==> config.mk <==
export PLATFORM = sky130hd
export DESIGN_NAME = ptcalc_mul_arbiter_flat
export DESIGN_NICKNAME = d
export VERILOG_FILES = /design/src/rtl/ptcalc_mul_arbiter_if.sv /design/src/rtl/ptcalc_mul_arbiter.sv /design/src/flat_wrapper.sv
export SDC_FILE = /design/constraint.sdc
export NUM_CORES = 1
export LEC_CHECK = 0
export ABC_CLOCK_PERIOD_IN_PS = 16300
export BUFFER_PORTS_ARGS = -buffer_cell sky130_fd_sc_hd__buf_2
export CAP_MARGIN = 15
export CORE_ASPECT_RATIO = 1.25
export CORE_UTILIZATION = 32
export CTS_CLUSTER_SIZE = 30
export DETAILED_ROUTE_END_ITERATION = 8
export PLACE_DENSITY = 0.48
export SLEW_MARGIN = 20
export SYNTH_ARGS = -nofsm -noshare
export SYNTH_HDL_FRONTEND = slang
export SYNTH_SLANG_ARGS = --single-unit
==> constraint.sdc <==
create_clock -name ap_clk -period 16.3 [get_ports ap_clk]
set_clock_uncertainty 0.1 [all_clocks]
set_input_delay 0.815 -clock ap_clk [delete_from_list [all_inputs] [get_ports ap_clk]]
set_output_delay 0.815 -clock ap_clk [all_outputs]
set_load 0.1 [all_outputs]
==> src/rtl/ptcalc_mul_arbiter_if.sv <==
// Operand handshake and tagged-product bus shared by the ptcalc multiplier.
// slave: the arbiter (receives operands, returns products); master: requesters.
interface ptcalc_mul_arbiter_if #(
  parameter int NUM_REQ = 4,
  parameter int ID_W    = 2
);
  logic [NUM_REQ-1:0]    req_valid;
  logic [NUM_REQ-1:0]    req_ready;
  logic [NUM_REQ*21-1:0] req_a;
  logic [NUM_REQ*12-1:0] req_b;
  logic                  res_valid;
  logic [ID_W-1:0]       res_id;
  logic [32:0]           res_p;

  modport slave (
    input  req_valid, req_a, req_b,
    output req_ready, res_valid, res_id, res_p
  );

  modport master (
    output req_valid, req_a, req_b,
    input  req_ready, res_valid, res_id, res_p
  );
endinterface

==> src/rtl/ptcalc_mul_arbiter.sv <==
// Round-robin arbiter sharing one signed 21x12->33 multiplier pipeline.
// Ports: ap_clk, ap_rst (async, active high), arb_en (grant enable),
//   vif (slave: req_valid/ready/a/b in, res_valid/id/p out), busy,
//   stat_clr / stat_grant_cnt (per-requester 16-bit saturating grant
//   counters, built only when PTCALC_MUL_ARB_STATS_EN is defined).
module ptcalc_mul_arbiter #(
  parameter int NUM_REQ = 4,
  parameter int LATENCY = 3,
  parameter int ID_W    = 2
) (
  input  logic                  ap_clk,
  input  logic                  ap_rst,
  input  logic                  arb_en,
  input  logic                  stat_clr,
  output logic                  busy,
  output logic [NUM_REQ*16-1:0] stat_grant_cnt,
  ptcalc_mul_arbiter_if.slave   vif
);

  logic [ID_W-1:0]    rr_ptr_q;
  logic [ID_W-1:0]    rr_ptr_d;
  logic [NUM_REQ-1:0] gnt;
  logic [ID_W-1:0]    gnt_id;
  logic               acc;
  logic [20:0]        a_sel;
  logic [11:0]        b_sel;

  logic [20:0]        a_q;
  logic [11:0]        b_q;
  logic [LATENCY-1:0] v_q;
  logic [ID_W-1:0]    id_q [LATENCY];
  logic [32:0]        prod;

  // Two passes: indices at/after the pointer first, then the wrap-around.
  always_comb begin
    gnt    = '0;
    gnt_id = '0;
    acc    = 1'b0;
    a_sel  = '0;
    b_sel  = '0;
    for (int i = 0; i < NUM_REQ; i++) begin
      if (!acc && vif.req_valid[i] && i >= int'(rr_ptr_q)) begin
        acc    = 1'b1;
        gnt[i] = 1'b1;
        gnt_id = ID_W'(i);
      end
    end
    for (int i = 0; i < NUM_REQ; i++) begin
      if (!acc && vif.req_valid[i] && i < int'(rr_ptr_q)) begin
        acc    = 1'b1;
        gnt[i] = 1'b1;
        gnt_id = ID_W'(i);
      end
    end
    if (!arb_en || ap_rst) begin
      gnt = '0;
      acc = 1'b0;
    end
    for (int i = 0; i < NUM_REQ; i++) begin
      if (gnt[i]) begin
        a_sel = vif.req_a[21*i +: 21];
        b_sel = vif.req_b[12*i +: 12];
      end
    end
  end

  always_comb begin
    rr_ptr_d = rr_ptr_q;
    if (acc) begin
      if (gnt_id == ID_W'(NUM_REQ-1)) rr_ptr_d = '0;
      else rr_ptr_d = gnt_id + 1'b1;
    end
  end

  assign vif.req_ready = gnt;

  // Sign-extend both operands to 33 bits; the low 33 bits are exact.
  assign prod = {{12{a_q[20]}}, a_q} * {{21{b_q[11]}}, b_q};

  // Data registers load only behind a valid bit so outputs hold.
  always_ff @(posedge ap_clk or posedge ap_rst) begin
    if (ap_rst) begin
      rr_ptr_q <= '0;
      a_q      <= '0;
      b_q      <= '0;
      v_q      <= '0;
      for (int k = 0; k < LATENCY; k++) id_q[k] <= '0;
    end else begin
      rr_ptr_q <= rr_ptr_d;
      v_q[0]   <= acc;
      if (acc) begin
        a_q     <= a_sel;
        b_q     <= b_sel;
        id_q[0] <= gnt_id;
      end
      for (int k = 1; k < LATENCY; k++) begin
        v_q[k] <= v_q[k-1];
        if (v_q[k-1]) id_q[k] <= id_q[k-1];
      end
    end
  end

  generate
    if (LATENCY == 1) begin : g_lat1
      assign vif.res_p = prod;
    end else begin : g_latn
      logic [32:0] p_q [1:LATENCY-1];
      always_ff @(posedge ap_clk or posedge ap_rst) begin
        if (ap_rst) begin
          for (int k = 1; k < LATENCY; k++) p_q[k] <= '0;
        end else begin
          if (v_q[0]) p_q[1] <= prod;
          for (int k = 2; k < LATENCY; k++) begin
            if (v_q[k-1]) p_q[k] <= p_q[k-1];
          end
        end
      end
      assign vif.res_p = p_q[LATENCY-1];
    end
  endgenerate

  assign vif.res_valid = v_q[LATENCY-1];
  assign vif.res_id    = id_q[LATENCY-1];
  assign busy          = |v_q;

`ifdef PTCALC_MUL_ARB_STATS_EN
  logic [15:0] cnt_q [NUM_REQ];

  always_ff @(posedge ap_clk or posedge ap_rst) begin
    if (ap_rst) begin
      for (int i = 0; i < NUM_REQ; i++) cnt_q[i] <= '0;
    end else if (stat_clr) begin
      for (int i = 0; i < NUM_REQ; i++) cnt_q[i] <= '0;
    end else begin
      for (int i = 0; i < NUM_REQ; i++) begin
        if (gnt[i] && cnt_q[i] != 16'hFFFF) cnt_q[i] <= cnt_q[i] + 1'b1;
      end
    end
  end

  always_comb begin
    stat_grant_cnt = '0;
    for (int i = 0; i < NUM_REQ; i++) stat_grant_cnt[16*i +: 16] = cnt_q[i];
  end
`else
  logic unused_stat_clr;
  assign unused_stat_clr = stat_clr;
  assign stat_grant_cnt  = '0;
`endif

endmodule

==> src/flat_wrapper.sv <==
// flat-port wrapper written by rule: the top's interface ports become plain ports
module ptcalc_mul_arbiter_flat 
#(
  parameter int NUM_REQ = 4,
  parameter int LATENCY = 3,
  parameter int ID_W    = 2
)
  (ap_clk, ap_rst, arb_en, stat_clr, busy, stat_grant_cnt, vif_req_valid, vif_req_a, vif_req_b, vif_req_ready, vif_res_valid, vif_res_id, vif_res_p);
  ptcalc_mul_arbiter_if #(.NUM_REQ(NUM_REQ), .ID_W(ID_W)) vif_i ();
  input  logic ap_clk;
  input  logic ap_rst;
  input  logic arb_en;
  input  logic stat_clr;
  output logic busy;
  output logic [NUM_REQ*16-1:0] stat_grant_cnt;
  input wire logic [$bits(vif_i.req_valid)-1:0] vif_req_valid;
  input wire logic [$bits(vif_i.req_a)-1:0] vif_req_a;
  input wire logic [$bits(vif_i.req_b)-1:0] vif_req_b;
  output wire logic [$bits(vif_i.req_ready)-1:0] vif_req_ready;
  output wire logic [$bits(vif_i.res_valid)-1:0] vif_res_valid;
  output wire logic [$bits(vif_i.res_id)-1:0] vif_res_id;
  output wire logic [$bits(vif_i.res_p)-1:0] vif_res_p;
  assign vif_i.req_valid = vif_req_valid;
  assign vif_i.req_a = vif_req_a;
  assign vif_i.req_b = vif_req_b;
  assign vif_req_ready = vif_i.req_ready;
  assign vif_res_valid = vif_i.res_valid;
  assign vif_res_id = vif_i.res_id;
  assign vif_res_p = vif_i.res_p;
  ptcalc_mul_arbiter #(.NUM_REQ(NUM_REQ), .LATENCY(LATENCY), .ID_W(ID_W)) u_core (.ap_clk(ap_clk), .ap_rst(ap_rst), .arb_en(arb_en), .stat_clr(stat_clr), .busy(busy), .stat_grant_cnt(stat_grant_cnt), .vif(vif_i));
endmodule
Yosys cells after proc, flatten, opt, wreduce, memory -nomap -nowiden
Cells that the tools add are included.

storage, ports and cells
  bits in registers = 110
  latch bits = 0
  bits in writable memories = 0
  bits in read-only memories = 0
  output and inout port bits = 105
  memories = 0

operators by class
  $add $sub $neg = 1
  multiply operators = 1
  divide/modulo/power cells = 0
  $lt $le $gt $ge = 6
  eq/ne operators = 1
  shift operators = 0
  mux-type cells = 30
  bitwise gates (word level) = 0
  reductions and logical operators = 21

operators with widths
  cell                   number
  $mux W21               4
  $mux W12               4
  $mul A21 B12 Y33       1
  $mux W1                15
  $logic_and A1 B1 Y1    12
  $mux W2                6
  $logic_not A1 Y1       7
  $ge A1 B2 Y1 const A   2
  $lt A1 B2 Y1 const A   2
  $mux W4                1
  $reduce_or A3 Y1       1
  $add A2 B1 Y2 const B  1
  $eq A2 B2 Y1 const B   1
  $ge A2 B2 Y1 const A   1
  $lt A2 B2 Y1 const A   1
  $logic_or A1 B1 Y1     1

Logic depth before layout (Yosys ltp)
Gate-level depths: netlist of run 1.

  word-level depth = 31
  gate-level depth with buffers = 21

Worst setup path before layout of run 1
No wires, ideal clock.

  path kind = input to output
  from = input port ap_rst
  to = output port vif_req_ready[1]
  arrival = 5.037 ns
  required time = 15.385 ns
  setup slack = 10.348 ns
  stages = 5
  path buffers = 2
  cells stage by stage = inv_1 > nand2_1 > nor2_1 > clkbuf_1 > clkbuf_1

between the ends
  cells in the longest elaborated chain, start to end = 2

ends and longest elaborated chain
  what                line                      RTL
  from (decl)         flat_wrapper.sv:11        input logic ap_rst;
  $logic_or A1 B1 Y1  ptcalc_mul_arbiter.sv:55  if (!arb_en || ap_rst) begin
  $mux W4             ptcalc_mul_arbiter.sv:55
  to (decl)           flat_wrapper.sv:19        output wire logic [$bits(vif_i.req_ready)-1:0] vif_req_ready;

Every way passes these cells.

Final worst setup path of run 1
  from = register u_core.b_q[11]
  to = register u_core.g_latn.p_q[63] in the netlist's numbering

between the ends
  cells in the longest elaborated chain, start to end = 1

ends and longest elaborated chain
  what                             line                       RTL
  from (decl)                      ptcalc_mul_arbiter.sv:29   logic [11:0] b_q;
  from (signal assigned)           ptcalc_mul_arbiter.sv:93   b_q <= b_sel;
  $mul A21 B12 Y33                 ptcalc_mul_arbiter.sv:78   assign prod = {{12{a_q[20]}}, a_q} * {{21{b_q[11]}}, b_q};
  to (signal, indexed assignment)  ptcalc_mul_arbiter.sv:114  if (v_q[k-1]) p_q[k] <= p_q[k-1];
  to (decl)                        ptcalc_mul_arbiter.sv:107  logic [32:0] p_q [1:LATENCY-1];

Every way passes these cells.
A chain may end at the register's enable or synchronous reset.

==> results.json, run 1 <==
{
  "status": "finished clean",
  "antenna_cells": 0,
  "cts_max_level": 3,
  "ys_warn_count": 0,
  "synth.most_common_cell": "inv_1",
  "r2r-end": "u_core.g_latn.p_q[63]$_DFFE_PP0P_",
  "synth_cell_types": 72,
  "tightestPinTransition_ns": 1.018,
  "drtIter0Drc": 570,
  "required_ns": 16.45,
  "crit_fanout": 18,
  "period_share_pct": 41.27,
  "ys_seq_elements": 110,
  "grt_pass1_wl_um": 58280,
  "chipWidth_um": 191.6,
  "post_synth_xor_area_fraction_pct": 1.584,
  "synthSimpleGateAreaFrac_pct": 13.17,
  "clk_pin_slew_ns": 0.08,
  "crit_type": "register to register",
  "io_buffers": 179,
  "cp_common_cell": "fa_1",
  "min_path_type": "register to register",
  "slowest_stage": "clkinv_1",
  "cts_root_buf": "clkbuf_16",
  "viasPerCell": 4.639,
  "vias": 10293,
  "slew_violations": 0,
  "fin_crit_ns": 6.727,
  "rows": 86,
  "finalSetupViolCount": 0,
  "syn_area_um2": 14380,
  "path_cells": "clkinv_1 > nor2_1 > fa_1 > fa_1 > fa_1 > fa_1 > inv_1 > fa_1 > inv_1 > ha_1 > a21oi_2 > o21ai_1 > a221o_2 > a221o_2 > a31oi_4 > nor3_1 > or4_1",
  "whs_path_depth": 1,
  "r2r_start": "u_core.b_q[11]$_DFFE_PP0P_",
  "core_um2": 44220,
  "slew_headroom_pct": 32.13,
  "area_growth_pct": 8.006,
  "reg2reg_depth": 17,
  "holdPathEnd": "u_core.vif.res_p[24]$_DFFE_PP0P_",
  "synth_top_family_by_area": "adder cells",
  "hold_viol_final": 0,
  "grt_start_max_net_pins": 64,
  "antenna_found_initial": 1,
  "max_freq_mhz": 148.6,
  "cts_tree": "built",
  "dp_hpwl_um": 29080,
  "synth_top_area_cell": "fa_1",
  "slowest_delay_ns": 0.72,
  "syn_inst": 1562,
  "synth_adder_area_share_pct": 37.75,
  "synthFlopType": "dfrtp_1",
  "drive_above_1_share_pct": 16.94,
  "routedWlPerCell_um": 16.13,
  "numCtsBuffers": 9,
  "globalplace.congestion": 0.7999,
  "die_h_um": 239.0,
  "clock-sinks": 110,
  "synth_top_cell_area_share_pct": 31.75,
  "drc": 0,
  "dieArea_um2": 45790,
  "synth-edff-count": 0,
  "first_pass_iters": 7,
  "synth_area_per_cell_um2": 9.205,
  "multi_input_area_um2": 9657,
  "grt.total_usage_pct": 16.43,
  "finalSetupTns_ns": 0,
  "hold_ws_ns": 0.4019,
  "clock_path_buffers": 2,
  "critPathArrivalTime_ns": 6.88,
  "synth_mux_area_share_pct": 4.386,
  "cts_setup_buffers": 0,
  "clk_latency_ns": 0.38,
  "rsz0062_at_grt": "no",
  "max_cap_violations": 0,
  "reg2reg_slack_ns": 9.57,
  "synth_common_cells": "inv_1, nand2_1, fa_1",
  "wirelength_um": 35800,
  "async_flop_share_pct": 100.0,
  "fill_cells": 4573,
  "cp-start-kind": "register",
  "yosys-top-cells-area": "fa_1, dfrtp_1, inv_1",
  "synth_compound_area_share_pct": 8.589,
  "grt_pass1_vias": 10666,
  "cts_resized": 0,
  "cts_hold_buf": 0,
  "initial_core_util_pct": 32.51,
  "overflow": 0,
  "regArea_um2": 2754,
  "num-nets-final": 2079,
  "seq_area_frac_synth_pct": 19.15,
  "ios": 245,
  "cp-end-kind": "register",
  "holdCritStartpoint": "u_core.vif.res_p[24]$_DFFE_PP0P_",
  "ant_nets": 0
}
## flip-flops by register name (all words and copies together) (netlist names)
name               count
u_core.b_q            12
u_core.a_q            21
u_core.vif.res_p      33
u_core.g_latn.p_q     33
u_core.id_q            4
u_core.rr_ptr_q        2
u_core.v_q             3
u_core.vif.res_id      2
## layout by cell type (no fill, tap or decap), types with 6 or more instances in the layout
| cell | netlist | layout |
|---|---|---|
| and2_1 | 62 | 62 |
| a31oi_1 | 28 | 28 |
| nor2b_1 | 6 | 6 |
| a21o_1 | 7 | 7 |
| fa_1 | 228 | 228 |
| conb_1 | 1 | 64 |
| nand2b_1 | 8 | 8 |
| o21ai_1 | 13 | 13 |
| inv_1 | 296 | 295 |
| nand2_1 | 235 | 235 |
| a21oi_1 | 31 | 31 |
| mux2_2 | 56 | 56 |
| o21ai_0 | 9 | 9 |
| a222oi_1 | 25 | 25 |
| xnor2_1 | 20 | 20 |
| ha_1 | 69 | 69 |
| a221o_1 | 9 | 9 |
| nor2_1 | 74 | 73 |
| clkbuf_16 | 0 | 9 |
| buf_2 | 1 | 179 |
| nand3_1 | 11 | 11 |
| buf_4 | 101 | 8 |
| xor2_1 | 6 | 6 |
| dfrtp_1 | 110 | 109 |
## through the flow
step	util [%]	area [µm²]	cells	setup WS (ns)
3_5_place_dp	34.39	15210	2203	9.553
3_3_place_gp	34.39	15210	2203	9.523
4_1_cts	35.11	15530	2219	9.512
2_1_floorplan	-	14610	1625	10.35
6_report	35.11	15530	2219	9.573
5_1_grt	35.11	15530	2219	9.294
## critical path, delay by kind of cell, from the launching register on
family,cells,cell delay (ns)
simple gates,3,0.91
compound gates,5,1.28
fa+ha+maj,6,2.82
buf+inv,3,0.82
flops,1,0.63
## metal layers
metal,wire (µm),GRT usage [%]
met5,0,0
met1,16180,21.73
met3,1526,1.952
met2,17430,28.17
met4,660,4.473
## worst max path at each step
stage	start	end	slack [ns]	depth (start not counted)
floorplan	ap_rst	vif_req_ready[1]	10.35	5
detailed placement	u_core.b_q[11]$_DFFE_PP0P_	u_core.g_latn.p_q[63]$_DFFE_PP0P_	9.55	17
finish	u_core.b_q[11]$_DFFE_PP0P_	u_core.g_latn.p_q[63]$_DFFE_PP0P_	9.57	17
global placement	u_core.b_q[11]$_DFFE_PP0P_	u_core.g_latn.p_q[63]$_DFFE_PP0P_	9.52	17
CTS	u_core.b_q[11]$_DFFE_PP0P_	u_core.g_latn.p_q[63]$_DFFE_PP0P_	9.51	17
global route	u_core.b_q[11]$_DFFE_PP0P_	u_core.g_latn.p_q[63]$_DFFE_PP0P_	9.29	17
## cell type report
type	instances	area share, %
Clock buffer	9	1.450
Clock inverter	7	0.6204
Inverter	299	7.244
Multi-Input combinational cell	1035	62.19
Sequential cell	110	17.73
Tap cell	572	4.609
Timing Repair Buffer	187	6.156
## logic make-up after synthesis
| kind of cell | after synthesis |
|---|---|
| adders and majority gates | 297 |
| other | 1 |
| buffers and inverters | 480 |
| and+or+nand+nor | 426 |
| xor gates and xnor gates | 26 |
| AOI/OAI and AO/OA | 166 |
| muxes | 56 |
| DFF | 110 |
Power of run 1 is left out: the tool's default activity adds up to more than one toggle a clock period on the data nets, which glitch-free logic cannot reach.
==> run 2: changes to the inputs <==
--- a/config.mk
+++ b/config.mk
@@ -5,7 +5,8 @@
 export SDC_FILE = /design/constraint.sdc
 export NUM_CORES = 1
 export LEC_CHECK = 0
-export ABC_CLOCK_PERIOD_IN_PS = 16300
+export ABC_AREA = 1
+export ABC_CLOCK_PERIOD_IN_PS = 6470
 export BUFFER_PORTS_ARGS = -buffer_cell sky130_fd_sc_hd__buf_2
 export CAP_MARGIN = 15
 export CORE_ASPECT_RATIO = 1.25
==> constraint.sdc (replaced) <==
create_clock -name ap_clk -period 6.47 [get_ports ap_clk]
set_clock_uncertainty 0.1 [all_clocks]
set_input_delay 0.3235 -clock ap_clk [delete_from_list [all_inputs] [get_ports ap_clk]]
set_output_delay 0.3235 -clock ap_clk [all_outputs]
set_load 0.1 [all_outputs]
==> results.json, run 2 <==
{
  "clock_path_buffers": 2,
  "reg2reg_depth": 18,
  "async_flop_share_pct": 100.0,
  "min_path_type": "input pin to register",
  "synth_mux_area_share_pct": 0,
  "core_um2": 47330,
  "dpl_cell_area_um2": 16280,
  "fill_cells": 5128,
  "crit_fanout": 22,
  "chipWidth_um": 198.1,
  "cts_max_level": 3,
  "vias": 12358,
  "first_pass_iters": 5,
  "design_area_um2": 16570,
  "r2r_start": "u_core.b_q[7]$_DFFE_PP0P_",
  "yosys-top-cells-area": "fa_1, dfrtp_1, nand2_1",
  "synth_adder_area_share_pct": 35.30,
  "required_ns": 6.65,
  "dieArea_um2": 48930,
  "syn_inst": 2070,
  "clk_pin_slew_ns": 0.09,
  "tightestPinTransition_ns": 1.087,
  "cp_common_cell": "fa_1",
  "synthFlopType": "dfrtp_1",
  "cts_resized": 0,
  "path_cells": "nand2_1 > fa_1 > inv_1 > fa_1 > fa_1 > fa_1 > inv_1 > fa_1 > inv_1 > ha_1 > nand2_1 > nor2_1 > nor3b_1 > nand3_1 > nand3_1 > nand2_1 > nand3_1 > nand2_1",
  "syn_area_um2": 15370,
  "synth_compound_area_share_pct": 2.075,
  "cts_tree": "built",
  "ys_warn_count": 0,
  "critPathArrivalTime_ns": 5.87,
  "mostFrequentLayoutCells": "nand2_1, inv_1, fa_1, buf_2, nand3_1",
  "numCtsBuffers": 9,
  "dp_hpwl_um": 33000,
  "globalplace.congestion": 0.8626,
  "slowest_delay_ns": 1.06,
  "hold_viol_final": 0,
  "rsz0062_at_grt": "no",
  "ys_seq_elements": 110,
  "ant_nets": 0,
  "final_common_cell": "nand2_1",
  "slew_violations": 0,
  "cp-start-kind": "register",
  "clk_latency_ns": 0.40,
  "die_h_um": 247.1,
  "grt_pass1_vias": 13122,
  "antenna_found_initial": 0,
  "grt_start_max_net_pins": 85,
  "synth_area_per_cell_um2": 7.427,
  "synth_cell_types": 33,
  "slowest_stage": "dfrtp_1",
  "regArea_um2": 2754,
  "area_growth_pct": 7.764,
  "synth.most_common_cell": "nand2_1",
  "antenna_cells": 0,
  "grt_pass1_wl_um": 66940,
  "rows": 89,
  "wirelength_um": 39700,
  "drive_above_1_share_pct": 10.46,
  "finalSetupViolCount": 0,
  "r2r-end": "u_core.g_latn.p_q[58]$_DFFE_PP0P_",
  "drc": 0,
  "cts_hold_buf": 0,
  "overflow": 0,
  "synth_top_cell_area_share_pct": 29.69,
  "drtIter0Drc": 519,
  "crit_type": "register to register",
  "num-nets-final": 2584,
  "synthSimpleGateAreaFrac_pct": 25.45,
  "period_share_pct": 87.94,
  "multi_input_area_um2": 10000,
  "fin_util_pct": 35.01,
  "startpoint": "u_core.b_q[7]$_DFFE_PP0P_",
  "cts_root_buf": "clkbuf_16",
  "max_cap_violations": 0,
  "cts_setup_buffers": 0,
  "holdCritStartpoint": "vif_req_b[37]",
  "slew_headroom_pct": 27.52,
  "initial_core_util_pct": 32.49,
  "finalSetupTns_ns": 0,
  "max_freq_mhz": 175.7,
  "ios": 245,
  "synth_common_cells": "nand2_1, inv_1, fa_1",
  "viasPerCell": 4.431,
  "routedWlPerCell_um": 14.23,
  "synth_top_family_by_area": "adder cells",
  "crit_end": "u_core.g_latn.p_q[58]$_DFFE_PP0P_",
  "cp-end-kind": "register",
  "io_buffers": 179,
  "reg2reg_slack_ns": 0.78,
  "grt.total_usage_pct": 17.43,
  "clock-sinks": 110,
  "post_synth_xor_area_fraction_pct": 0.6836,
  "status": "finished clean",
  "synth_top_area_cell": "fa_1",
  "fin_crit_ns": 5.690,
  "synth-edff-count": 0,
  "seq_area_frac_synth_pct": 17.90
}
run 2: worst min-delay path by stage:
stage | to | slack, ns | cells after the start
3_5_place_dp | u_core.vif.res_p[13]$_DFFE_PP0P_ | 0.35 | 2
3_3_place_gp | u_core.vif.res_p[29]$_DFFE_PP0P_ | 0.36 | 2
6_report | u_core.b_q[1]$_DFFE_PP0P_ | 0.04 | 3
2_1_floorplan | u_core.v_q[2]$_DFF_PP0_ | 0.25 | 0
5_1_grt | u_core.a_q[5]$_DFFE_PP0P_ | 0.05 | 3
4_1_cts | u_core.b_q[1]$_DFFE_PP0P_ | 0.02 | 3
run 2: area by class of cell:
type,instances,share of cell area [%]
flip-flops and latches,110,16.62
clock inverters,6,0.3096
well taps,637,4.810
multi-input cells,1370,60.38
clock buffers,10,1.442
repair buffers,188,5.815
inverters,468,10.62
run 2: routing by layer:
layer	wire length (µm)	track usage [%]	share of wire, %	up-vias
met4	762	5.335	1.9	0
met2	19130	30.36	48	276
li1	-	-	-	6100
met3	1376	2.073	3.5	34
met1	18430	22.43	46	5948
met5	0	0	0	-
run 2: logic make-up after synthesis:
family,count (synthesis)
other cells,1
simple gates,937
compound gates,60
flops,110
fa+ha+maj,297
xor+xnor,12
buf+inv,653
run 2: per-stage QoR:
stage	hold WS (ns)	setup slack, ns	std cells
finish	0.04407	0.7801	2789
global route	0.05318	0.3856	2789
CTS	0.02337	0.7803	2789
detailed placement	0.3547	0.8119	2773
global placement	0.3560	0.7994	2773
floorplan	0.2519	1.323	2133
run 2: critical path, delay by kind of cell, from the launching register on:
| kind | cells | cell delay, ns |
|---|---|---|
| adder cells (fa/ha/maj) | 6 | 2.92 |
| buffers and inverters | 3 | 0.14 |
| flip-flops | 1 | 1.06 |
| AND/OR/NAND/NOR | 9 | 1.36 |
Power of run 2 is left out for the same reason.
==> run 3: changes to the inputs <==
--- a/config.mk
+++ b/config.mk
@@ -10,10 +10,11 @@
 export BUFFER_PORTS_ARGS = -buffer_cell sky130_fd_sc_hd__buf_2
 export CAP_MARGIN = 15
 export CORE_ASPECT_RATIO = 1.25
-export CORE_UTILIZATION = 32
+export CORE_UTILIZATION = 35
 export CTS_CLUSTER_SIZE = 30
 export DETAILED_ROUTE_END_ITERATION = 8
-export PLACE_DENSITY = 0.48
+export PLACE_DENSITY = 0.52
+export SETUP_SLACK_MARGIN = 0.05
 export SLEW_MARGIN = 20
 export SYNTH_ARGS = -nofsm -noshare
 export SYNTH_HDL_FRONTEND = slang
==> results.json, run 3 (same netlist as run 2, synthesis figures left out) <==
{
  "ant_nets": 0,
  "cts_max_level": 3,
  "final_common_cell": "nand2_1",
  "numCtsBuffers": 9,
  "rsz0062_at_grt": "no",
  "clock-sinks": 110,
  "holdPathEnd": "u_core.a_q[6]$_DFFE_PP0P_",
  "rows": 85,
  "cp-start-kind": "register",
  "overflow": 0,
  "area_growth_pct": 7.349,
  "slew_headroom_pct": 31.91,
  "vias": 12252,
  "hold_viol_final": 0,
  "core_um2": 43180,
  "dieArea_um2": 44780,
  "clk_pin_slew_ns": 0.09,
  "dr_wl_met2_um": 18380,
  "ios": 245,
  "num-nets-final": 2584,
  "min_path_type": "input pin to register",
  "topRoutingLayerUsed": "met4",
  "max_freq_mhz": 176.1,
  "io_buffers": 179,
  "chipWidth_um": 189.5,
  "drive_above_1_share_pct": 10.36,
  "die_h_um": 236.3,
  "critPathArrivalTime_ns": 5.85,
  "wirelength_um": 38240,
  "clk_latency_ns": 0.39,
  "period_share_pct": 87.77,
  "globalplace.congestion": 0.8861,
  "cts_tree": "built",
  "mostFrequentLayoutCells": "nand2_1, inv_1, fa_1, buf_2, nand3_1",
  "whs_path_depth": 3,
  "tightestPinTransition_ns": 1.021,
  "holdCritStartpoint": "vif_req_a[69]",
  "dpl_cell_area_um2": 16180,
  "slew_violations": 0,
  "initial_core_util_pct": 35.61,
  "clock_path_buffers": 2,
  "reg2reg_slack_ns": 0.79,
  "met1Wirelength_um": 17700,
  "cts_setup_buffers": 0,
  "design_area_um2": 16500,
  "status": "finished clean",
  "cts_resized": 0,
  "required_ns": 6.64,
  "fin_util_pct": 38.22,
  "drc": 0,
  "hold_ws_ns": 0.05494,
  "finalSetupTns_ns": 0,
  "grt_pass1_wl_um": 65370,
  "cp-end-kind": "register",
  "drtIter0Drc": 549,
  "reg2reg_depth": 18,
  "routedWlPerCell_um": 14.07,
  "wl_met3_um": 1452,
  "viasPerCell": 4.509,
  "max_cap_violations": 0,
  "crit_fanout": 22,
  "crit_type": "register to register",
  "cts_hold_buf": 1,
  "r2r_start": "u_core.b_q[4]$_DFFE_PP0P_",
  "grt_start_max_net_pins": 103,
  "r2r-end": "u_core.g_latn.p_q[58]$_DFFE_PP0P_",
  "first_pass_iters": 5,
  "fin_crit_ns": 5.679,
  "antenna_found_initial": 1,
  "antenna_cells": 0,
  "cts_root_buf": "clkbuf_16",
  "finalSetupViolCount": 0,
  "grt_pass1_vias": 12990,
  "grt.total_usage_pct": 18.28,
  "dp_hpwl_um": 31510,
  "fill_cells": 4736
}
## run 3: cell types whose count changed in the layout (fill, tap and decap cells not counted), sizes merged
cell         delta
clkinv          -1
dlygate4sd3     +1
bufinv          +1
buf             -1
## run 3: worst max-delay path by stage
| stage | slack [ns] | cells after the start | endpoint | from |
|---|---|---|---|---|
| after floorplan | 1.32 | 3 | vif_req_ready[0] | ap_rst |
| after detailed placement | 0.78 | 21 | u_core.g_latn.p_q[63]$_DFFE_PP0P_ | u_core.b_q[3]$_DFFE_PP0P_ |
| after CTS | 0.74 | 21 | u_core.g_latn.p_q[63]$_DFFE_PP0P_ | u_core.b_q[3]$_DFFE_PP0P_ |
| final | 0.79 | 18 | u_core.g_latn.p_q[58]$_DFFE_PP0P_ | u_core.b_q[4]$_DFFE_PP0P_ |
| after global placement | 0.81 | 21 | u_core.g_latn.p_q[63]$_DFFE_PP0P_ | u_core.b_q[3]$_DFFE_PP0P_ |
| after global routing | 0.40 | 21 | u_core.g_latn.p_q[64]$_DFFE_PP0P_ | u_core.b_q[3]$_DFFE_PP0P_ |
## run 3: worst max-delay path, cell delays in order (launching register included)
cell and delay (ns):
dfrtp_1 0.97, nand2_1 0.21, fa_1 0.60, inv_1 0.06, fa_1 0.48, fa_1 0.54
fa_1 0.50, inv_1 0.05, fa_1 0.47, inv_1 0.04, ha_1 0.37, nand2_1 0.12
nor2_1 0.21, nor3b_1 0.33, nand3_1 0.20, nand3_1 0.13, nand2_1 0.05, nand3_1 0.07
nand2_1 0.05
## run 3: final cells by class
type | instances | area, µm² | share of cell area (%)
clock buffer | 10 | 239.0 | 1.448
clock inverter | 6 | 76.32 | 0.4624
inverter | 468 | 1759 | 10.66
multi-input combinational | 1370 | 10000 | 60.62
sequential | 110 | 2753 | 16.68
tap | 565 | 706.9 | 4.283
timing repair buffer | 188 | 965.9 | 5.852
## run 3: per-stage QoR
stage / std cells / setup WS, ns
4_1_cts: 2717 / 0.7433
2_1_floorplan: 2133 / 1.323
3_5_place_dp: 2700 / 0.7842
6_report: 2717 / 0.7910
5_1_grt: 2717 / 0.4027
3_3_place_gp: 2700 / 0.8081
## run 3: routing by layer
layer | up-vias | global-route usage (%)
met4 | 0 | 5.279
met1 | 5813 | 24.03
met5 | - | 0
met2 | 319 | 31.61
met3 | 37 | 1.830
li1 | 6083 | -
Power of run 3 is left out for the same reason.
